--- src/rtl/mem_port_arbiter.sv ---
`timescale 1ns/1ps
// Shares one unified memory port between fetch and data requesters, one transaction at a time.
// Latency: req seen in IDLE -> m_req next cycle; gnt and read data forwarded combinationally.
// Backpressure: m_gnt/m_rvalid stalls hold REQ/WAIT; requesters hold req and fields until gnt.
module mem_port_arbiter #(
    parameter int MAX_D_STREAK = 4
) (
    input  logic        clk,
    input  logic        rst_n,
    input  logic        i_req,
    input  logic [31:0] i_addr,
    input  logic        i_kill,
    output logic        i_gnt,
    output logic        i_rvalid,
    output logic [31:0] i_rdata,
    input  logic        d_req,
    input  logic        d_we,
    input  logic [31:0] d_addr,
    input  logic [31:0] d_wdata,
    input  logic [3:0]  d_be,
    output logic        d_gnt,
    output logic        d_rvalid,
    output logic [31:0] d_rdata,
    output logic        m_req,
    output logic        m_we,
    output logic [31:0] m_addr,
    output logic [31:0] m_wdata,
    output logic [3:0]  m_be,
    input  logic        m_gnt,
    input  logic        m_rvalid,
    input  logic [31:0] m_rdata
);
    localparam logic [1:0] ST_IDLE = 2'd0;
    localparam logic [1:0] ST_REQ  = 2'd1;
    localparam logic [1:0] ST_WAIT = 2'd2;
    localparam int SW = $clog2(MAX_D_STREAK + 1);

    typedef struct packed {
        logic        we;
        logic [31:0] addr;
        logic [31:0] wdata;
        logic [3:0]  be;
    } cmd_t;

    logic [1:0]    state;
    logic          owner_d;
    logic          drop;
    logic          m_req_q;
    logic [SW-1:0] streak;
    logic [SW-1:0] streak_nxt;
    cmd_t          cmd_q;
    cmd_t          cmd_nxt;
    logic          i_ok;
    logic          d_win;
    logic          i_win;

    // Data wins by default; once the contended streak hits the limit, fetch takes one turn.
    always_comb begin
        i_ok       = i_req & ~i_kill;
        d_win      = d_req & ~(i_ok & (streak == SW'(MAX_D_STREAK)));
        i_win      = i_ok & ~d_win;
        streak_nxt = (d_win & i_ok) ? streak + SW'(1) : '0;
        if (d_win) begin
            cmd_nxt = cmd_t'{we: d_we, addr: d_addr, wdata: d_wdata, be: d_be};
        end else begin
            cmd_nxt = cmd_t'{we: 1'b0, addr: i_addr, wdata: 32'h0, be: 4'hF};
        end
    end

    always_ff @(posedge clk or negedge rst_n) begin
        if (!rst_n) begin
            state   <= ST_IDLE;
            owner_d <= 1'b0;
            drop    <= 1'b0;
            m_req_q <= 1'b0;
            streak  <= '0;
            cmd_q   <= '0;
        end else begin
            case (state)
                ST_IDLE: begin
                    if (d_win || i_win) begin
                        state   <= ST_REQ;
                        owner_d <= d_win;
                        drop    <= 1'b0;
                        m_req_q <= 1'b1;
                        streak  <= streak_nxt;
                        cmd_q   <= cmd_nxt;
                    end
                end
                ST_REQ: begin
                    if (i_kill && !owner_d) drop <= 1'b1;
                    if (m_gnt) begin
                        m_req_q <= 1'b0;
                        state   <= (owner_d && cmd_q.we) ? ST_IDLE : ST_WAIT;
                    end
                end
                ST_WAIT: begin
                    // A killed fetch still owns the bus until its data returns.
                    if (i_kill && !owner_d) drop <= 1'b1;
                    if (m_rvalid) state <= ST_IDLE;
                end
                default: state <= ST_IDLE;
            endcase
        end
    end

    assign m_req   = m_req_q;
    assign m_we    = cmd_q.we;
    assign m_addr  = cmd_q.addr;
    assign m_wdata = cmd_q.wdata;
    assign m_be    = cmd_q.be;

    assign i_gnt    = (state == ST_REQ)  & m_gnt    & ~owner_d & ~drop;
    assign d_gnt    = (state == ST_REQ)  & m_gnt    &  owner_d & ~drop;
    assign i_rvalid = (state == ST_WAIT) & m_rvalid & ~owner_d & ~drop;
    assign d_rvalid = (state == ST_WAIT) & m_rvalid &  owner_d & ~drop;
    assign i_rdata  = i_rvalid ? m_rdata : 32'h0;
    assign d_rdata  = d_rvalid ? m_rdata : 32'h0;

endmodule

--- config.mk ---
export PLATFORM = sky130hd
export DESIGN_NAME = mem_port_arbiter
export DESIGN_NICKNAME = d
export VERILOG_FILES = /design/src/rtl/mem_port_arbiter.sv
export SDC_FILE = /design/constraint.sdc
export NUM_CORES = 1
export LEC_CHECK = 0
export BUFFER_PORTS_ARGS = -buffer_cell sky130_fd_sc_hd__buf_2
export CAP_MARGIN = 0
export CORE_AREA = 2 2 109 111
export CTS_BUF_LIST = sky130_fd_sc_hd__clkbuf_4 sky130_fd_sc_hd__clkbuf_8
export CTS_CLUSTER_DIAMETER = 50
export DETAILED_ROUTE_END_ITERATION = 7
export DIE_AREA = 0 0 111 113
export PLACE_DENSITY = 0.67
export REMOVE_ABC_BUFFERS = 1
export SYNTH_ARGS = -nofsm -noshare
export SYNTH_HDL_FRONTEND = slang
export SYNTH_SLANG_ARGS = --single-unit
export TNS_END_PERCENT = 5
--- constraint.sdc ---
create_clock -name clk -period 1.72 [get_ports clk]
set_input_delay 0.086 -clock clk [delete_from_list [all_inputs] [get_ports clk]]
set_output_delay 0.086 -clock clk [all_outputs]
set_load 0.01 [all_outputs]
# == After elaboration in Yosys (flattened, before gate mapping) ==
# Cells that the tools add are included.
# word_totals
ramBits,0
out_inout_bits,138
regBits,77
input_bits,140
memories,0
rom_bits,0
latchBits,0
# classes
n_bitwise,20
mux,15
reduce_logical,12
n_eq_ne,7
mul,0
n_lt_le_gt_ge,0
shifts,0
n_div,0
add_sub_neg,1
# op_table
cell,n
69-bit two-way mux,1
32-bit two-way mux,2
1-bit AND,15
3-bit AND reduction,3
2-bit two-way mux,4
"2-bit != test, second input constant",3
2-bit one-hot mux with 3 select lines,1
1-bit NOT,5
1-bit two-way mux,4
1-bit one-hot mux with 2 select lines,2
2-bit nonzero test,2
"3-bit by 1-bit adder with 3-bit output, second input constant",1
"3-bit == test, second input constant",1
3-bit two-way mux,1
"2-bit by 1-bit == test with 1-bit output, second input constant",1
"2-bit == test, second input constant",1
1-bit logical AND,2
2-bit logical NOT,1
"2-bit by 1-bit != test with 1-bit output, second input constant",1
2-bit AND reduction,1
2-bit OR reduction,1
1-bit logical NOT,1
1-bit logical OR,1

# == Logic depth before layout (Yosys ltp) ==
# Gate-level depths: netlist of run 1.
# depth
depth_word,10
ltp_mapped,8

# == Worst setup path after synthesis of run 1 ==
# No wires, ideal clock.
# synth_path
path_type,register to output
start,register state[0]
end,output i_rdata[22]
arrival_time_ns,1.485
stages_incl_launch_ff,7
n_path_buf,1
required_time_ns,1.634
path_slack_ns,0.149
path_cell_list,dfrtp_1 > inv_1 > ha_1 > nand2_1 > nor3_1 > clkbuf_1 > and2_1
# synth_between
elab_chain_cells,5
# synth_lines
element,line,source
start: declaration,45,logic [1:0] state;
start signal: assignment,94,state <= (owner_d && cmd_q.we) ? ST_IDLE : ST_WAIT;
2-bit == test,115,assign i_rvalid = (state == ST_WAIT) & m_rvalid & ~owner_d & ~drop;
1-bit AND (3 in a row),115,
named net i_rvalid,14,"output logic i_rvalid,"
32-bit two-way mux,117,assign i_rdata = i_rvalid ? m_rdata : 32'h0;
end: declaration,15,"output logic [31:0] i_rdata,"
# The timed path passes the listed nets, and every way through them passes these cells.

# == Worst setup path in the final report of run 1 ==
# layout_path
start,register state[0]
end,output d_rdata[29]
# layout_between
elab_chain_cells,5
# layout_lines
element,line,source
2-bit == test,116,assign d_rvalid = (state == ST_WAIT) & m_rvalid & owner_d & ~drop;
1-bit AND (3 in a row),116,
32-bit two-way mux,118,assign d_rdata = d_rvalid ? m_rdata : 32'h0;
end: declaration,23,"output logic [31:0] d_rdata,"
# Every way passes these cells.

==> impl.org, run 1 <==
** Clocking
- Number of buffers added by the clock tree synthesis step :: 9
- Cell at the root of the clock tree :: sky130_fd_sc_hd__clkbuf_8
- Clock tree from TritonCTS :: done
- Number of buffers on the longest clock path :: 2
- The tree built by TritonCTS fans out to 77 sinks.
- The clock reaches the later pin of the worst-skew pair after 350 ps.
- CTS H-tree depth :: 3
- Clock Pin Slew Worst Setup and Hold Paths :: 80 ps

** Power and ir drop
- Standby leakage power :: 0.00347 µW
- Power comes to 8940 µW.
- Maximum VDD drop :: 754 µV
- Pwr dens :: 1350 nW/µm²

** Logic synthesis
- Flops & latches, synth :: 77
- The cell area that synthesis handed to floorplanning was 3700 µm².
- Summing the sequential cell areas from Yosys gives 52.1% of the chip area.
- Yosys printed 0 warnings.
- Summed over its instances, the top area cell type makes up 52.1% of the synthesized netlist area.
- Cell types with the largest area share after synthesis :: sky130_fd_sc_hd__dfrtp_1 (52%), sky130_fd_sc_hd__and2_1 (11%), sky130_fd_sc_hd__a21oi_1 (9.1%), sky130_fd_sc_hd__a22o_1 (7.8%), sky130_fd_sc_hd__nand2_1 (4.3%)
- A synthesized cell averages 9.63 µm².
- Yosys top cell by area :: sky130_fd_sc_hd__dfrtp_1
- Post-synthesis instance total :: 384
- After synthesis, the netlist uses 30 different library cells.

** Worst setup path
- Critical path arrival :: 1700 ps
- STA classifies the critical path startpoint as a register.
- In this run the critical register-to-register path is captured at state[1].
- The setup path with the least slack is of type register to primary output.
- Largest fanout of any net on the critical path :: 5
- Critical Path End Type :: primary output
- Launch point of the worst reg-to-reg path :: state[0]
- Traced cell by cell, the critical path runs through inv_2, ha_4, nand2_4, nor3_4, buf_6, buf_6, and2_1, buf_2.
- For the worst setup path, the data required time is 1630 ps.
- For this design, the slowest cell found on the critical path is sky130_fd_sc_hd__dfrtp_1.
- The cell that appears most often on the critical path is sky130_fd_sc_hd__buf_6.
- The number of cells on the worst reg-to-reg path is 8.
- The worst register-to-register path has a setup slack of 20 ps.
- Critical Path Max Stage Delay :: 400 ps

** STA
- At the pin with the least slew margin, the transition time is 497 ps.
- Final setup slack of the worst path :: -61.3 ps
- The total count of max-transition violations in the final report came to 0.
- Timing-limited maximum frequency :: 561 MHz
- The final critical path takes up 104% of the cycle.
- Unrepaired setup endpoints after global routing :: true
- Setup-violating endpoint count in the final report :: 31
- Time the final worst path needs with I/O delays and setup :: 1780 ps
- Across the routed clock network, the largest skew measured is 11.6 ps.
- Headroom to the max-slew limit came out at 66.8%.
- Number of failing hold endpoints at the final stage :: 0

** Placement
- During placement, the flow inserted port buffers numbering 277.
- Post-detail-place hpwl :: 9490 µm
- The congestion estimate from routability-driven global placement came to 0.937.
- Placed standard-cell area :: 5310 µm²

** Detailed routing
- Wire length after detailed routing :: 14400 µm
- Wire length per cell :: 16.2 µm
- Drt initial violations :: 202
- Antenna-violating nets left :: 0
- For this run, design rule violations remaining after detail routing come to 0.
- Detailed routing inserted a total of 4372 vias.
- In the routed layout, each cell is associated on average with a via count of 4.91.
- Number of iterations in the first detailed-routing pass :: 4

** Final layout
- Most common library cell in the layout ignoring fill and taps :: sky130_fd_sc_hd__buf_2
- Relative area change from synthesis to final layout :: 79.5%
- The top cell types in the final layout, fill and taps aside, are sky130_fd_sc_hd__buf_2 (257), sky130_fd_sc_hd__dfrtp_1 (77), sky130_fd_sc_hd__dlygate4sd3_1 (72).
- Final standard cell area without fillers :: 6640 µm²
- Share of cells above drive strength 1 :: 47.5%
- Number of filler instances in the final layout :: 922
- Final net count :: 885

** Global route
- Across every metal layer, demand over resource in global routing totals 21.4%.
- The first global-routing pass estimated 21600 µm of wire.
- The initial antenna violation count came to 3.
- Global route overflow :: 0
- Largest net degree at the start of global routing :: 43
- The number of global-route vias before repair came to 4439.

** Outcome
- The flow ran to the end, but the final reports show violations.
- Violations in the final reports :: negative setup slack

** Floorplanning
- Die ar. :: 12500 µm²
- Starting density of the core :: 32.8%
- From bottom edge to top edge, the die measures 113 µm.
- Die X-Extent :: 111 µm
- Num rows :: 39
- For this design the top-level I/O count stands at 278.
- Core Region :: 11300 µm²

** Hold path
- Hold Path Sink :: m_addr[24]
- The worst hold path begins at d_addr[24].
- The worst hold path passes through 3 cells.
- The tightest min-delay check is of the input pin to register type.

** Run
- Max-cap violations in this run came to 0.
-- cell families (layout without fill, tap and decap cells) --
logic type	count (synthesis)	after routing	share of synthesized area, %
AND/OR/NAND/NOR	149	149	20.4
other	0	2	0
flip-flops	77	77	52.1
AO/OA/AOI/OAI	114	114	19.9
multiplexers	2	2	0.575
adder cells (fa/ha/maj)	5	5	1.69
buffers and inverters	37	398	5.31
-- metal layers --
metal | up-vias | track usage, % | routed length (µm)
met4 | 0 | 9.67 | 409
met5 | - | 0 | 0
met2 | 240 | 39.5 | 7600
met3 | 34 | 4.87 | 1080
met1 | 2080 | 23.5 | 5290
li1 | 2018 | - | -
-- power breakdown --
part | leakage [µW] | total [µW] | internal [µW] | switching [µW]
combinational | 0.00245 | 4330 | 2100 | 2230
sequential | 0.000920 | 3170 | 2650 | 517
clock | 0.0000991 | 1440 | 720 | 718
total | 0.00347 | 8940 | 5480 | 3460
-- critical path: cells and delay by family, from the launching register on --
kind                       cells  cell delay (ps)
adders and majority gates      1              140
and+or+nand+nor                3              330
DFF                            1              400
buffers and inverters          4              480
-- how the worst max path moves through the flow --
stage / startpoint / endpoint / slack (ps)
floorplan: state[0] / i_rdata[0] / -610
detailed placement: state[0] / state[1] / 170
CTS: state[0] / d_rdata[8] / -150
global route: state[0] / d_rdata[18] / -170
global placement: state[0] / streak[0] / 230
finish: state[0] / d_rdata[29] / -60
-- layout make-up --
class	count	area [µm²]	share of cell area (%)
Inverter	8	30.0	0.452
Antenna cell	2	5.00	0.0754
Multi-Input combinational cell	270	1710	25.7
Tap cell	143	179	2.70
Sequential cell	77	1930	29.0
Clock inverter	6	71.3	1.07
Clock buffer	10	138	2.07
Timing Repair Buffer	374	2580	38.9
-- stage by stage --
stage	setup TNS, ps	setup WS [ps]	std cells	hold slack, ps	utilization, %
2_1_floorplan	-33150	-605	355	-210	-
3_3_place_gp	0	226	786	77.2	47.1
3_5_place_dp	0	165	786	86.9	47.1
4_1_cts	-5940	-154	882	0.00197	56.8
5_1_grt	-7730	-166	889	11.2	58.9
6_report	-1080	-61.3	890	11.6	58.9
-- cells in the mapped netlist, drive strengths merged --
master   count
o21ai        6
ha           5
and2        65
inv          8
nor2b        1
nand4b       1
nand3b       1
nand3        1
o22a         4
nor2        33
mux2i        1
nand2       42
o2111ai      1
a32o         1
and3         1
dfrtp       77
a22o        33
mux2         1
clkbuf      10
buf         19
a21oi       67
o21a         1
o32ai        1
nor3         4
-- state kept, by name (all words and copies together), names as in the netlist --
| register | flops |
|---|---|
| owner_d | 1 |
| m_we | 1 |
| m_be | 4 |
| m_addr | 32 |
| drop | 1 |
| m_wdata | 32 |
| streak | 3 |
| m_req | 1 |
| state | 2 |
-- repair_timing --
| item | CTS | global route |
|---|---|---|
| hold endpoints to repair | 104 | 0 |
| pin swaps | 7 | 27 |
| setup endpoints to repair | 66 | 81 |
| cloned | 2 | 4 |
| resized for setup | 17 | 51 |
| hold buffers | 72 | 0 |
| buffers inserted | 6 | 5 |
Note: power is estimated with default switching activity, not from simulation.
==> run 2: changes to the inputs <==
--- a/config.mk
+++ b/config.mk
@@ -14,6 +14,7 @@
 export DIE_AREA = 0 0 111 113
 export PLACE_DENSITY = 0.67
 export REMOVE_ABC_BUFFERS = 1
+export SKIP_CTS_REPAIR_TIMING = 1
 export SYNTH_ARGS = -nofsm -noshare
 export SYNTH_HDL_FRONTEND = slang
 export SYNTH_SLANG_ARGS = --single-unit
==> impl.org, run 2 (synthesized netlist as in run 1, its figures left out) <==
** Run
- Max-Cap Viols :: 0 (unchanged)

** Worst setup path
- The critical-path maximum fanout is 8 (+3).
- CP Cell Sequence :: inv_2, ha_4, nand2_4, nor3_4, buf_12, clkbuf_16, and2_4, buf_6
- The worst setup path is of the register to primary output kind.
- Critical Path End Type :: primary output
- The worst setup path is launched from a register.
- Required time of the critical path :: 1630 ps (about the same)
- Critical path arrival :: 1760 ps (+60 ps)
- Critical Path Max Stage Delay :: 400 ps (about the same)
- The combined buffer and inverter count along the critical path was 4 (unchanged).
- The largest individual stage delay along the critical path comes from the cell sky130_fd_sc_hd__dfrtp_1.
- CP delay by family, top :: buffers and inverters

** Clocking
- The clock tree buffer depth was 2 (unchanged).
- TritonCTS built the clock tree.
- The TritonCTS sink count is 77 (unchanged).
- Clock latency reported for the late side of the worst-skew pair :: 350 ps (about the same)
- Cell at the root of the clock tree :: sky130_fd_sc_hd__clkbuf_8
- Number of buffers added by the clock tree synthesis step :: 9 (unchanged)
- CTS H-tree depth :: 3 (unchanged)
- Clock Pin Slew Worst Setup and Hold Paths :: 80 ps (about the same)

** Power and ir drop
- The leakage power total was 0.00342 µW (-1.6%).
- The power per unit of standard cell area is 1330 nW/µm² (-1.4%).
- Maximum VDD drop :: 740 µV (-1.9%)

** Final layout
- Final net count :: 875 (-1.1%)
- The fraction of layout cells with a size suffix above 1 came to 46.7% (-0.85 points).
- The area growth from synthesis to layout is 76.8%.
- The final standard cell count with taps included and fillers excluded came to 880 (-1.1%).
- Reg area :: 1930 µm² (unchanged)
- Final core utilization :: 58.0% (-0.89 points)
- In the layout the commonest cells are sky130_fd_sc_hd__buf_2 (255), sky130_fd_sc_hd__dfrtp_1 (77), sky130_fd_sc_hd__dlygate4sd3_1 (69).
- The area of the multi-input gates was 1680 µm² (-1.7%).
- The count of filler cells inserted in the layout was 917 (-0.54%).
- Leaving out fill and tap cells, the most frequent cell in the layout is sky130_fd_sc_hd__buf_2.

** Detailed routing
- Total via count after detailed routing :: 4244 (-2.9%)
- Wire length after detailed routing :: 13900 µm (-3.5%)
- Drt initial violations :: 178 (-12%)
- The count of antenna-violating nets left after detailed routing is 0 (unchanged).
- Number of iterations in the first detailed-routing pass :: 4 (unchanged)
- Remaining design rule violation count :: 0 (unchanged)
- Wire length per cell :: 15.8 µm (-2.4%)
- The via density per instance is 4.82 (-1.8%).

** Outcome
- The final reports fail on negative hold slack, negative setup slack.
- Outcome :: finished, violations left

** Global route
- Antenna violations before repair :: 4 (+1)
- The wire length of the first global-routing pass was 19300 µm (-11%).
- Global route overflow :: 0 (unchanged)
- Vias in the first global route :: 3917 (-12%)
- The pin count of the biggest net entering global routing is 43 (unchanged).
- Global routing usage summed across all routing layers :: 19.1% (-2.3 points)

** STA
- The shortest clock period the worst path allows after layout came to 1850 ps (+67.3 ps).
- Setup-violating endpoint count in the final report :: 39 (+26%)
- The worst hold slack after final layout is -3.97 ps (-15.5 ps).
- Transition at the pin with the smallest max-transition slack :: 495 ps (-2.63 ps)
- Final worst clock skew :: 10.3 ps (-1.29 ps)
- The upper clock frequency limit was 541 MHz (-3.6%).
- The share of the clock period used by the worst path came to 107% (+3.9 points).
- Final setup slack of the worst path :: -129 ps (-67.3 ps)
- The number of failing hold endpoints at the final stage came to 1 (+1).
- Setup repair after global routing could not meet its margin everywhere.
- Max Slew Vio Count :: 0 (unchanged)
- Worst slew margin :: 67.0% (+0.18 points)

** Floorplanning
- The area of the core was 11300 µm² (unchanged).
- The number of placed I/O pins was 278 (unchanged).
- The height of the die came to 113 µm (unchanged).
- The horizontal extent of the die came to 111 µm (unchanged).
- The starting density of the core is 32.8% (unchanged).
- Die ar. :: 12500 µm² (unchanged)
- The row count is 39 (unchanged).

** Placement
- The placer's final routability congestion estimate is 0.937 (unchanged).
- The cell total after placement was 786 (unchanged).
- Port-buffer cells :: 277 (unchanged)
- Post-detail-place hpwl :: 9490 µm (unchanged)
- The post-placement setup slack is 165 ps (unchanged).

** Hold path
- Worst min path class :: input pin to register
## run 2: cell count changes in the layout (fill, tap and decap cells not counted), moves of 2 or more
cell,previous run,this run
sky130_fd_sc_hd__buf_4,9,6
sky130_fd_sc_hd__dlygate4sd3_1,72,69
sky130_fd_sc_hd__a21oi_1,63,66
sky130_fd_sc_hd__buf_12,8,10
sky130_fd_sc_hd__buf_2,257,255
sky130_fd_sc_hd__a21oi_2,4,1
sky130_fd_sc_hd__buf_6,25,22
## run 2: worst reg2reg max path, stage by stage (launching register included)
cell                      delay, ps
sky130_fd_sc_hd__dfrtp_1        400
sky130_fd_sc_hd__inv_2           90
sky130_fd_sc_hd__buf_4          110
sky130_fd_sc_hd__ha_1           180
sky130_fd_sc_hd__inv_2           70
sky130_fd_sc_hd__o32ai_2        300
sky130_fd_sc_hd__a21oi_1        120
sky130_fd_sc_hd__mux2_1         330
## run 2: through the flow
stage	power, µW	cell area [µm²]	TNS, ps
after floorplan	5090	3530	-33150
after CTS	8380	5520	-9880
after global routing	9280	6540	-9410
after global placement	6770	5310	0
after detailed placement	6900	5310	0
final	8680	6540	-3490
## run 2: worst paths after layout
path	start	endpoint	slack, ps	cells after the start
setup / recovery	state[0]	d_rdata[1]	-130	8
hold / removal	i_addr[13]	m_addr[13]	-4	3
setup reg to reg	state[0]	state[1]	20	7
hold reg to reg	m_wdata[27]	m_wdata[27]	510	1
max in group asynchronous	rst_n	m_addr[23]	850	3
min in group asynchronous	rst_n	m_wdata[16]	250	2
## run 2: final cells by class
class / instances / area share (%)
repair buffers: 364 / 38.4
multi-input cells: 270 / 25.7
clock inverters: 6 / 1.09
flip-flops and latches: 77 / 29.5
inverters: 8 / 0.459
diodes: 2 / 0.0766
well taps: 143 / 2.74
clock buffers: 10 / 2.11
## run 2: power breakdown
group | switching (µW) | total [µW] | internal [µW]
Combinational | 2130 | 4070 | 1940
Clock | 717 | 1440 | 720
Sequential | 522 | 3170 | 2650
Total | 3370 | 8680 | 5320
## run 2: metal layers
layer	vias up	global-route usage, %	part of all wire [%]
met5	-	0	0
met3	36	4.93	6.5
met4	0	8.83	3.2
li1	1996	-	-
met1	2000	21.8	38
met2	212	33.7	52
==> run 3: changes to the inputs <==
--- a/config.mk
+++ b/config.mk
@@ -8,11 +8,10 @@
 export BUFFER_PORTS_ARGS = -buffer_cell sky130_fd_sc_hd__buf_2
 export CAP_MARGIN = 0
 export CORE_AREA = 2 2 109 111
-export CTS_BUF_LIST = sky130_fd_sc_hd__clkbuf_4 sky130_fd_sc_hd__clkbuf_8
 export CTS_CLUSTER_DIAMETER = 50
 export DETAILED_ROUTE_END_ITERATION = 7
 export DIE_AREA = 0 0 111 113
-export PLACE_DENSITY = 0.67
+export PLACE_DENSITY = 0.74
 export REMOVE_ABC_BUFFERS = 1
 export SKIP_CTS_REPAIR_TIMING = 1
 export SYNTH_ARGS = -nofsm -noshare
==> impl.org, run 3 (synthesized netlist as in run 1, its figures left out) <==
** Final layout
- The count of filler cells inserted in the layout came to 959 (+4.6%).
- The area growth from synthesis to layout is 70.3%.
- The area taken by flip-flops and latches is 1930 µm² (unchanged).
- In the layout the commonest cells are sky130_fd_sc_hd__buf_2 (266), sky130_fd_sc_hd__dfrtp_1 (77), sky130_fd_sc_hd__a21oi_1 (67).
- Final net count :: 852 (-2.6%)
- The area of the multi-input gates is 1650 µm² (-1.8%).
- Share of cells above drive strength 1 :: 46.1% (-0.60 points)
- Leaving out fill and tap cells, the most frequent cell in the layout is sky130_fd_sc_hd__buf_2.

** Detailed routing
- The violation count after the first detailed-routing iteration was 145 (-19%).
- The via total after detailed routing was 4158 (-2.0%).
- The wire length per cell came to 16.5 µm (+4.8%).
- Number of iterations in the first detailed-routing pass :: 5 (+1)
- The count of antenna-violating nets left after detailed routing came to 0 (unchanged).
- The total wirelength of the detailed-routed design is 14200 µm (+2.3%).
- Remaining design rule violation count :: 0 (unchanged)
- The via density per instance is 4.84 (+0.37%).

** Worst setup path
- Largest fanout of any net on the critical path :: 8 (unchanged)
- Critical path arrival :: 1790 ps (+30 ps)
- Traced cell by cell, the critical path runs through inv_2, ha_4, nand2_4, nor3_4, clkbuf_16, and2_4, buf_6.
- Required time of the critical path :: 1630 ps (about the same)
- Critical Path Max Stage Delay :: 390 ps (about the same)
- Kind of critical path :: register to primary output
- STA classifies the critical path endpoint as a primary output.
- The worst-case register-to-register setup slack came to 10 ps (about the same).
- Master of the slowest instance on the critical path :: sky130_fd_sc_hd__dfrtp_1
- STA classifies the critical path startpoint as a register.

** STA
- The final number of setup-violating endpoints is 64 (+64%).
- The total negative slack for setup checks came to -6720 ps (-3230 ps).
- The shortest clock period the worst path allows after layout was 1880 ps (+31.2 ps).
- Final period utilization :: 109% (+1.8 points)
- The setup skew after layout came to 7.64 ps (-2.63 ps).
- The upper clock frequency limit is 532 MHz (-1.7%).
- The max-slew headroom at the worst pin came to 68.4% (+1.4 points).
- Final setup slack of the worst path :: -160 ps (-31.2 ps)
- Max Slew Vio Count :: 0 (unchanged)
- Setup repair after global routing could not meet its margin everywhere.
- Hold WS :: -17.1 ps (-13.2 ps)
- Number of failing hold endpoints at the final stage :: 17 (+16)
- The slew of the pin with the lowest slew margin is 474 ps (-21.0 ps).

** Floorplanning
- The die area is 12500 µm² (unchanged).
- Height of the chip :: 113 µm (unchanged)
- The horizontal extent of the die was 111 µm (unchanged).
- Top-level port count :: 278 (unchanged)
- Starting density of the core :: 32.8% (unchanged)
- Num rows :: 39 (unchanged)
- The area of the core was 11300 µm² (unchanged).

** Global route
- Global-route wire length before repair :: 19900 µm (+3.4%)
- Largest net degree at the start of global routing :: 44 (+2.3%)
- Vias in the first global route :: 3922 (+0.13%)
- The total global routing track utilization was 20.1% (+1.0 points).
- Global route overflow :: 0 (unchanged)
- The initial antenna violation count came to 8 (+4).

** Clocking
- The clock tree buffer depth is 2 (unchanged).
- Clock Pin Slew Worst Setup and Hold Paths :: 60 ps (-20 ps)
- Clock latency reported for the late side of the worst-skew pair :: 330 ps (-20 ps)
- In this run the clock root is driven by a sky130_fd_sc_hd__clkbuf_16.
- Clock tree from TritonCTS :: done
- The H-tree depth reported by CTS came to 3 (unchanged).
- Number of buffers added by the clock tree synthesis step :: 9 (unchanged)
- The TritonCTS sink count came to 77 (unchanged).

** Power and ir drop
- The total chip power was 9060 µW (+4.3%).
- Maximum VDD drop :: 846 µV (+14%)
- Pwr dens :: 1440 nW/µm² (+8.3%)
- The leakage power total is 0.00334 µW (-2.3%).

** Placement
- The number of I/O port buffers was 277 (unchanged).
- Post-detail-place hpwl :: 10100 µm (+6.6%)
- Routability Congestion :: 0.937 (about the same)
- Worst Setup Slack post-DPL :: 126 ps (-39.2 ps)

** Outcome
- The run finished, with violations left.
- Violations in the final reports :: negative hold slack, negative setup slack

** Hold path
- Worst min path class :: input pin to register

** Run
- The reported max-cap violation count came to 0 (unchanged).
## run 3: cell types whose count changed in the layout (fill, tap and decap cells not counted), moves of 2 or more
cell                            previous run  this run
sky130_fd_sc_hd__dlygate4sd3_1            69        49
sky130_fd_sc_hd__buf_2                   255       266
sky130_fd_sc_hd__buf_6                    22        11
sky130_fd_sc_hd__and2_1                   44        54
sky130_fd_sc_hd__and2_4                   21        11
sky130_fd_sc_hd__clkbuf_8                 10         1
sky130_fd_sc_hd__clkbuf_16                 2        10
sky130_fd_sc_hd__buf_4                     6         4
sky130_fd_sc_hd__clkinv_4                  2         0
sky130_fd_sc_hd__diode_2                   2         4
## run 3: per-stage QoR
step / instance area [µm²] / util, % / cells / hold slack, ps
4_1_cts: 5610 / 49.8 / 802 / -288
5_1_grt: 6290 / 55.8 / 857 / 0.947
6_report: 6300 / 55.9 / 859 / -17.1
2_1_floorplan: 3530 / - / 355 / -210
3_5_place_dp: 5310 / 47.1 / 786 / 77.7
3_3_place_gp: 5310 / 47.1 / 786 / 77.5
## run 3: critical path, delay by kind of cell (launching register included)
kind | cells | cell delay (ps)
flops | 1 | 390
fa+ha+maj | 1 | 150
simple gates | 3 | 510
buf+inv | 3 | 410
## run 3: routing by layer
metal  global-route usage (%)  share of wire (%)
met5                        0               0.42
met4                     10.3                3.7
met3                     8.09                 10
met2                     34.4                 49
met1                     21.5                 36
## run 3: power by group
group	leakage (µW)	total (µW)	switching [µW]	internal, µW
Clock	0.000142	1910	748	1170
Sequential	0.000920	3210	547	2660
Combinational	0.00228	3940	2080	1850
Total	0.00334	9060	3380	5680
## run 3: area by class of cell
cell class	instances	share of cell area (%)
antenna	4	0.159
clock buffer	11	3.86
clock inverter	5	0.934
inverter	8	0.477
multi-input combinational	270	26.2
sequential	77	30.6
tap	143	2.84
timing repair buffer	341	35.0
## run 3: path summary, 6_finish.rpt
path                             start           to  depth (start not counted)
setup / recovery              state[0]  i_rdata[25]                          7
hold / removal              i_addr[27]   m_addr[27]                          3
setup reg to reg              state[0]     state[1]                          7
hold reg to reg            m_wdata[12]  m_wdata[12]                          1
max in group asynchronous        rst_n   m_addr[21]                          3
min in group asynchronous        rst_n   m_addr[13]                          2
